**config.mk**
```make
export PLATFORM = sky130hd
export DESIGN_NAME = spi_eeprom_responder
export DESIGN_NICKNAME = d
export VERILOG_FILES = /design/src/rtl/spi_eeprom_responder.sv
export SDC_FILE = /design/constraint.sdc
export NUM_CORES = 2
export LEC_CHECK = 0
export ABC_CLOCK_PERIOD_IN_PS = 2600
export BUFFER_PORTS_ARGS = -buffer_cell sky130_fd_sc_hd__buf_2
export CAP_MARGIN = 10
export CORE_UTILIZATION = 35
export CTS_CLUSTER_DIAMETER = 40
export DETAILED_ROUTE_END_ITERATION = 6
export GPL_TIMING_DRIVEN = 0
export PLACE_DENSITY = 0.6
export SLEW_MARGIN = 30
export SYNTH_ARGS = -nofsm -noshare
export SYNTH_HDL_FRONTEND = slang
export SYNTH_SLANG_ARGS = --single-unit
```
**constraint.sdc**
```tcl
create_clock -name clk -period 2.6 [get_ports clk]
set_clock_uncertainty 0.1 [all_clocks]
set_input_delay 0.65 -clock clk [delete_from_list [all_inputs] [get_ports clk]]
set_output_delay 0.65 -clock clk [all_outputs]
set_load 0.1 [all_outputs]
```
**src/rtl/spi_eeprom_responder.sv**
```systemverilog
// SPI mode-0 target emulating a 25xx-style serial EEPROM (READ/WRITE/WREN/WRDI/RDSR).
// SPI pins are oversampled on clk; a parallel preload port initialises the byte array.
module spi_eeprom_responder #(
    parameter int ADDR_W      = 6,
    parameter int SYNC_STAGES = 2
) (
    input  logic              clk,
    input  logic              rst_n,
    input  logic              sck,
    input  logic              cs_n,
    input  logic              copi,
    output logic              cipo,
    output logic              cipo_oe,
    output logic              wel,
    input  logic              load_en,
    input  logic [ADDR_W-1:0] load_addr,
    input  logic [7:0]        load_data
);

    localparam int DEPTH = 1 << ADDR_W;

    typedef enum logic [2:0] {
        IDLE, CMD, ADDR_H, ADDR_L, RD_DATA, WR_DATA, STATUS, IGNORE
    } state_t;

    logic [SYNC_STAGES-1:0] sck_sync_q, csn_sync_q, copi_sync_q;
    logic                   sck_prev_q, csn_prev_q;
    logic                   sck_s, csn_s, copi_s;
    logic                   sck_rise, sck_fall, csn_fall;

    state_t            state_q, state_d;
    logic [2:0]        cnt_q, cnt_d;
    logic [6:0]        sr_in_q, sr_in_d;
    logic [ADDR_W-1:0] addr_q, addr_d;
    logic [7:0]        out_sr_q, out_sr_d;
    logic              cipo_q, cipo_d;
    logic              oe_q, oe_d;
    logic              wel_q, wel_d;
    logic              wr_txn_q, wr_txn_d;

    logic [7:0]        mem_q [DEPTH];
    logic              mem_we;
    logic [7:0]        rx_byte;
    logic [7:0]        status_byte;
    logic [ADDR_W-1:0] addr_shift, addr_inc;

    always_ff @(posedge clk or negedge rst_n) begin
        if (!rst_n) begin
            sck_sync_q  <= '0;
            csn_sync_q  <= '1;
            copi_sync_q <= '0;
            sck_prev_q  <= 1'b0;
            csn_prev_q  <= 1'b1;
        end else begin
            sck_sync_q  <= {sck_sync_q[SYNC_STAGES-2:0], sck};
            csn_sync_q  <= {csn_sync_q[SYNC_STAGES-2:0], cs_n};
            copi_sync_q <= {copi_sync_q[SYNC_STAGES-2:0], copi};
            sck_prev_q  <= sck_s;
            csn_prev_q  <= csn_s;
        end
    end

    assign sck_s    = sck_sync_q[SYNC_STAGES-1];
    assign csn_s    = csn_sync_q[SYNC_STAGES-1];
    assign copi_s   = copi_sync_q[SYNC_STAGES-1];
    assign sck_rise = sck_s & ~sck_prev_q;
    assign sck_fall = ~sck_s & sck_prev_q;
    assign csn_fall = ~csn_s & csn_prev_q;

    // Address bits are shifted straight into the ADDR_W-wide register, so after
    // 16 rises only the low ADDR_W bits of the big-endian address remain.
    assign rx_byte     = {sr_in_q, copi_s};
    assign addr_shift  = {addr_q[ADDR_W-2:0], copi_s};
    assign addr_inc    = addr_q + ADDR_W'(1);
    assign status_byte = {6'b0, wel_q, 1'b0};

    always_comb begin
        state_d  = state_q;
        cnt_d    = cnt_q;
        sr_in_d  = sr_in_q;
        addr_d   = addr_q;
        out_sr_d = out_sr_q;
        cipo_d   = cipo_q;
        oe_d     = oe_q;
        wel_d    = wel_q;
        wr_txn_d = wr_txn_q;
        mem_we   = 1'b0;

        if (csn_s) begin
            state_d = IDLE;
            cnt_d   = '0;
            oe_d    = 1'b0;
            cipo_d  = 1'b0;
            if (wr_txn_q) begin
                wel_d    = 1'b0;
                wr_txn_d = 1'b0;
            end
        end else begin
            case (state_q)
                IDLE: begin
                    if (csn_fall) begin
                        state_d = CMD;
                        cnt_d   = '0;
                    end
                end
                CMD: begin
                    if (sck_rise) begin
                        sr_in_d = rx_byte[6:0];
                        cnt_d   = cnt_q + 3'd1;
                        if (cnt_q == 3'd7) begin
                            case (rx_byte)
                                8'h03: state_d = ADDR_H;
                                8'h02: begin
                                    state_d  = ADDR_H;
                                    wr_txn_d = 1'b1;
                                end
                                8'h06: begin
                                    wel_d   = 1'b1;
                                    state_d = IGNORE;
                                end
                                8'h04: begin
                                    wel_d   = 1'b0;
                                    state_d = IGNORE;
                                end
                                8'h05: begin
                                    state_d  = STATUS;
                                    out_sr_d = status_byte;
                                    oe_d     = 1'b1;
                                end
                                default: state_d = IGNORE;
                            endcase
                        end
                    end
                end
                ADDR_H: begin
                    if (sck_rise) begin
                        addr_d = addr_shift;
                        cnt_d  = cnt_q + 3'd1;
                        if (cnt_q == 3'd7) state_d = ADDR_L;
                    end
                end
                ADDR_L: begin
                    if (sck_rise) begin
                        addr_d = addr_shift;
                        cnt_d  = cnt_q + 3'd1;
                        if (cnt_q == 3'd7) begin
                            if (wr_txn_q) begin
                                state_d = WR_DATA;
                            end else begin
                                state_d  = RD_DATA;
                                out_sr_d = mem_q[addr_shift];
                                oe_d     = 1'b1;
                            end
                        end
                    end
                end
                RD_DATA: begin
                    if (sck_fall) begin
                        cipo_d   = out_sr_q[7];
                        out_sr_d = {out_sr_q[6:0], 1'b0};
                        cnt_d    = cnt_q + 3'd1;
                        if (cnt_q == 3'd7) begin
                            addr_d   = addr_inc;
                            out_sr_d = mem_q[addr_inc];
                        end
                    end
                end
                WR_DATA: begin
                    if (sck_rise) begin
                        sr_in_d = rx_byte[6:0];
                        cnt_d   = cnt_q + 3'd1;
                        if (cnt_q == 3'd7) begin
                            mem_we = wel_q;
                            addr_d = addr_inc;
                        end
                    end
                end
                STATUS: begin
                    if (sck_fall) begin
                        cipo_d   = out_sr_q[7];
                        out_sr_d = {out_sr_q[6:0], 1'b0};
                        cnt_d    = cnt_q + 3'd1;
                        if (cnt_q == 3'd7) out_sr_d = status_byte;
                    end
                end
                IGNORE: ;
                default: state_d = IDLE;
            endcase
        end
    end

    always_ff @(posedge clk or negedge rst_n) begin
        if (!rst_n) begin
            state_q  <= IDLE;
            cnt_q    <= '0;
            sr_in_q  <= '0;
            addr_q   <= '0;
            out_sr_q <= '0;
            cipo_q   <= 1'b0;
            oe_q     <= 1'b0;
            wel_q    <= 1'b0;
            wr_txn_q <= 1'b0;
        end else begin
            state_q  <= state_d;
            cnt_q    <= cnt_d;
            sr_in_q  <= sr_in_d;
            addr_q   <= addr_d;
            out_sr_q <= out_sr_d;
            cipo_q   <= cipo_d;
            oe_q     <= oe_d;
            wel_q    <= wel_d;
            wr_txn_q <= wr_txn_d;
        end
    end

    // The SPI write is issued after the preload so it wins on an address clash.
    always_ff @(posedge clk or negedge rst_n) begin
        if (!rst_n) begin
            for (int i = 0; i < DEPTH; i++) mem_q[i] <= '0;
        end else begin
            if (load_en) mem_q[load_addr] <= load_data;
            if (mem_we)  mem_q[addr_q]    <= rx_byte;
        end
    end

    assign cipo    = cipo_q;
    assign cipo_oe = oe_q;
    assign wel     = wel_q;

endmodule

```
==> run metrics <==
Comb pwr share 16.3%; die height 318 um; H-tree Lvls 3; Worst setup EP type register; layout cell share with drive strength beyond 1 30.0%; first-pass iteration count of the detailed router 7; Leak roughly 17 nW; Final GP Congestion 1.09; DR WL/cell 41.4 um; Critical Path Sink out_sr_q[7]; Synth Flop Type dfrtp_1; final hold violations 0; peak supply drop around 0.00056 V; layout overhead on the synthesized area 31.1%; clock group share of total power 46.5%; Mean Syn Cell Area ~10 um^2; Routed WL ~210000 um; 1st-iter DRT viols 5856; Internal roughly 20 mW; most common cell after layout, fill and taps aside mux2i_1; worst-margin pin slew 1150 ps; total CTS buffers 102; Synth Register Bits roughly 550; die area 101000 um^2; Net Sw Frac 32.6%; Synth warnings 0; ys async rst share 100%; Reg power frac 37.3%; Initial Util about 35%; CTS tree built; CTS max path bufs 3; library cells used by synthesis about 80; Vias 34933; Worst R2R Path Depth 9; CTS Root Buffer Type clkbuf_16; Min-Delay Path Class reg2reg; Hold WS 247 ps; failing checks design-rule violations, negative setup slack; fin crit period about 3100 ps; RR Startpoint addr_q[1]; syn nets 3446; Gate Count Post-Synth 3421; Max Slew Vio Count 0; status finished, violations left; CP Launch Type register; max_slew headroom a little under a quarter; CP Data Required Time just over 3000 ps; I/O pins 23; pwr/cell area 647 nW/um^2; Post-synth EDFFs 0; via count of the first global-routing pass between 30000 and 40000; Avg Vias per Cell between 6 and 7; maxcap violations 0; Overflow after GRT 0; mapped cell area approximately 35000 um^2; RSZ-0062 raised after global routing true; Clk pin slew, worst setup/hold paths about 60 ps; CP startpoint addr_q[1]; pin count of the biggest net entering global routing 82; CTS sink cnt approximately 550; period utilization 121%; GRT Util Overall between 40% and 50%; DRT antenna net count 0; final setup margin -544 ps; core area roughly 99000 um^2; register area share after synthesis between 30% and 40%; setup TNS -5800 ps; initial antenna violation count 15; DRC viols 2; commonest cells after routing, fill and taps aside mux2i_1 (631), dfrtp_1 (545), nand2_1 (482), o21ai_0 (390), mux4_2 (204); Clock Latency Late Sink just over 700 ps; WP data arrival around 3600 ps; final setup fails between 90 and 100; crit-path max FO 10; post-DP HPWL approximately 150000 um; Net Switching 9.62 mW; I/O Buffers 10; R2R Path End out_sr_q[7]; setup slack, reg-to-reg -540 ps; Setup CP Type reg2reg; Final nets ~3800; fmax between 300 and 400 MHz; first-pass GRT wire length around 280000 um; row cnt 115; chip width around 320 um
## cell usage after synthesis (14+ instances only)
| library cell | number | area [um^2] |
|---|---|---|
| a2111oi_0 | 14 | 123 |
| a211oi_1 | 23 | 173 |
| a21oi_1 | 172 | 861 |
| buf_1 | 15 | 56.3 |
| buf_2 | 93 | 465 |
| buf_4 | 36 | 270 |
| clkbuf_1 | 152 | 571 |
| dfrtp_1 | 548 | 13700 |
| mux2_2 | 15 | 169 |
| mux2i_1 | 665 | 6660 |
| mux4_2 | 204 | 4590 |
| nand2_1 | 502 | 1880 |
| nand3_1 | 29 | 145 |
| nor2_1 | 268 | 1010 |
| nor2b_1 | 15 | 93.8 |
| o21ai_0 | 413 | 2070 |
| o22ai_1 | 29 | 181 |
## worst min-delay path by stage
stage / end / from / slack [ps] / depth (start not counted)
6_report: sck_sync_q[1] / sck_sync_q[0] / 250 / 0
3_3_place_gp: sck_sync_q[1] / sck_sync_q[0] / 230 / 0
4_1_cts: sck_sync_q[1] / sck_sync_q[0] / 250 / 0
5_1_grt: csn_sync_q[1] / csn_sync_q[0] / 260 / 0
2_1_floorplan: copi_sync_q[1] / copi_sync_q[0] / 230 / 0
3_5_place_dp: sck_sync_q[1] / sck_sync_q[0] / 240 / 0
## repair_timing
item | 4_1_cts | 5_1_grt
hold buffers | 4 | 0
pin swaps | 56 | 45
endpoints found under the hold margin | 53 | 0
setup buffers | 118 | 67
resized for setup | 647 | 118
gates cloned | 9 | 3
setup endpoints to repair | 528 | 485
## worst max-delay path, stage by stage, from the launching register on
cell,delay (ps)
dfrtp_2,470
ha_4,380
buf_16,190
buf_16,170
buf_16,190
mux4_2,390
mux2i_4,200
mux2i_2,160
a211oi_4,410
a41oi_4,260
## cells by family (layout without fill, tap and decap cells)
logic type	Yosys count	in the layout	share of synthesized area, %
AOI/OAI and AO/OA	738	738	11.9
xor gates and xnor gates	6	6	0.226
adders and majority gates	5	5	0.179
buffers and inverters	322	744	4.44
DFF	551	551	39.6
muxes	884	884	32.8
other	0	8	0
and+or+nand+nor	915	915	11.0
## layer usage
metal  track usage, %  routed length (um)  vias up
li1                 -                   -    13251
met1             51.6               77100    17410
met2             55.5               82500     3291
met3             18.6               32300      969
met4             31.5               20600       12
met5                0                 101        -
## power by group through the flow
stage	combinational [mW]	sequential (mW)	clock, mW
2_1_floorplan	2.47	10.3	0
3_3_place_gp	4.16	11.0	0
3_5_place_dp	4.33	11.0	0
4_1_cts	4.52	10.9	13.7
5_1_grt	4.87	11.0	14.1
6_report	4.80	11.0	13.7
## sequential cells by signal, summed over array words and instances (netlist names), 2 cells and up
name / flops
cnt_q: 3
state_q: 3
mem_q: 512
out_sr_q: 8
copi_sync_q: 2
sck_sync_q: 2
addr_q: 6
csn_sync_q: 2
sr_in_q: 7
## final cells by class
class	instances	area (um^2)
Buffer	306	2840
Clock inverter	66	752
Fill cell	9213	52900
Tap cell	1287	1610
Inverter	13	60.1
Multi-Input combinational cell	2548	21300
Antenna cell	8	20.0
Sequential cell	551	13800
Clock buffer	121	2730
Timing Repair Buffer	238	2610
## per-stage QoR
stage	instances	worst slack (ps)	area (um^2)	util, %	power, mW
finish	5138	-544	45700	46.3	29.5
global route	5130	-470	45700	46.3	30.0
CTS	5065	-422	44700	45.4	29.1
detailed placement	4748	-2370	37400	37.9	15.3
global placement	4718	-12670	36500	37.1	15.1
floorplan	3421	-22.0	34900	-	12.8
Power figures use the tool's default switching activity.
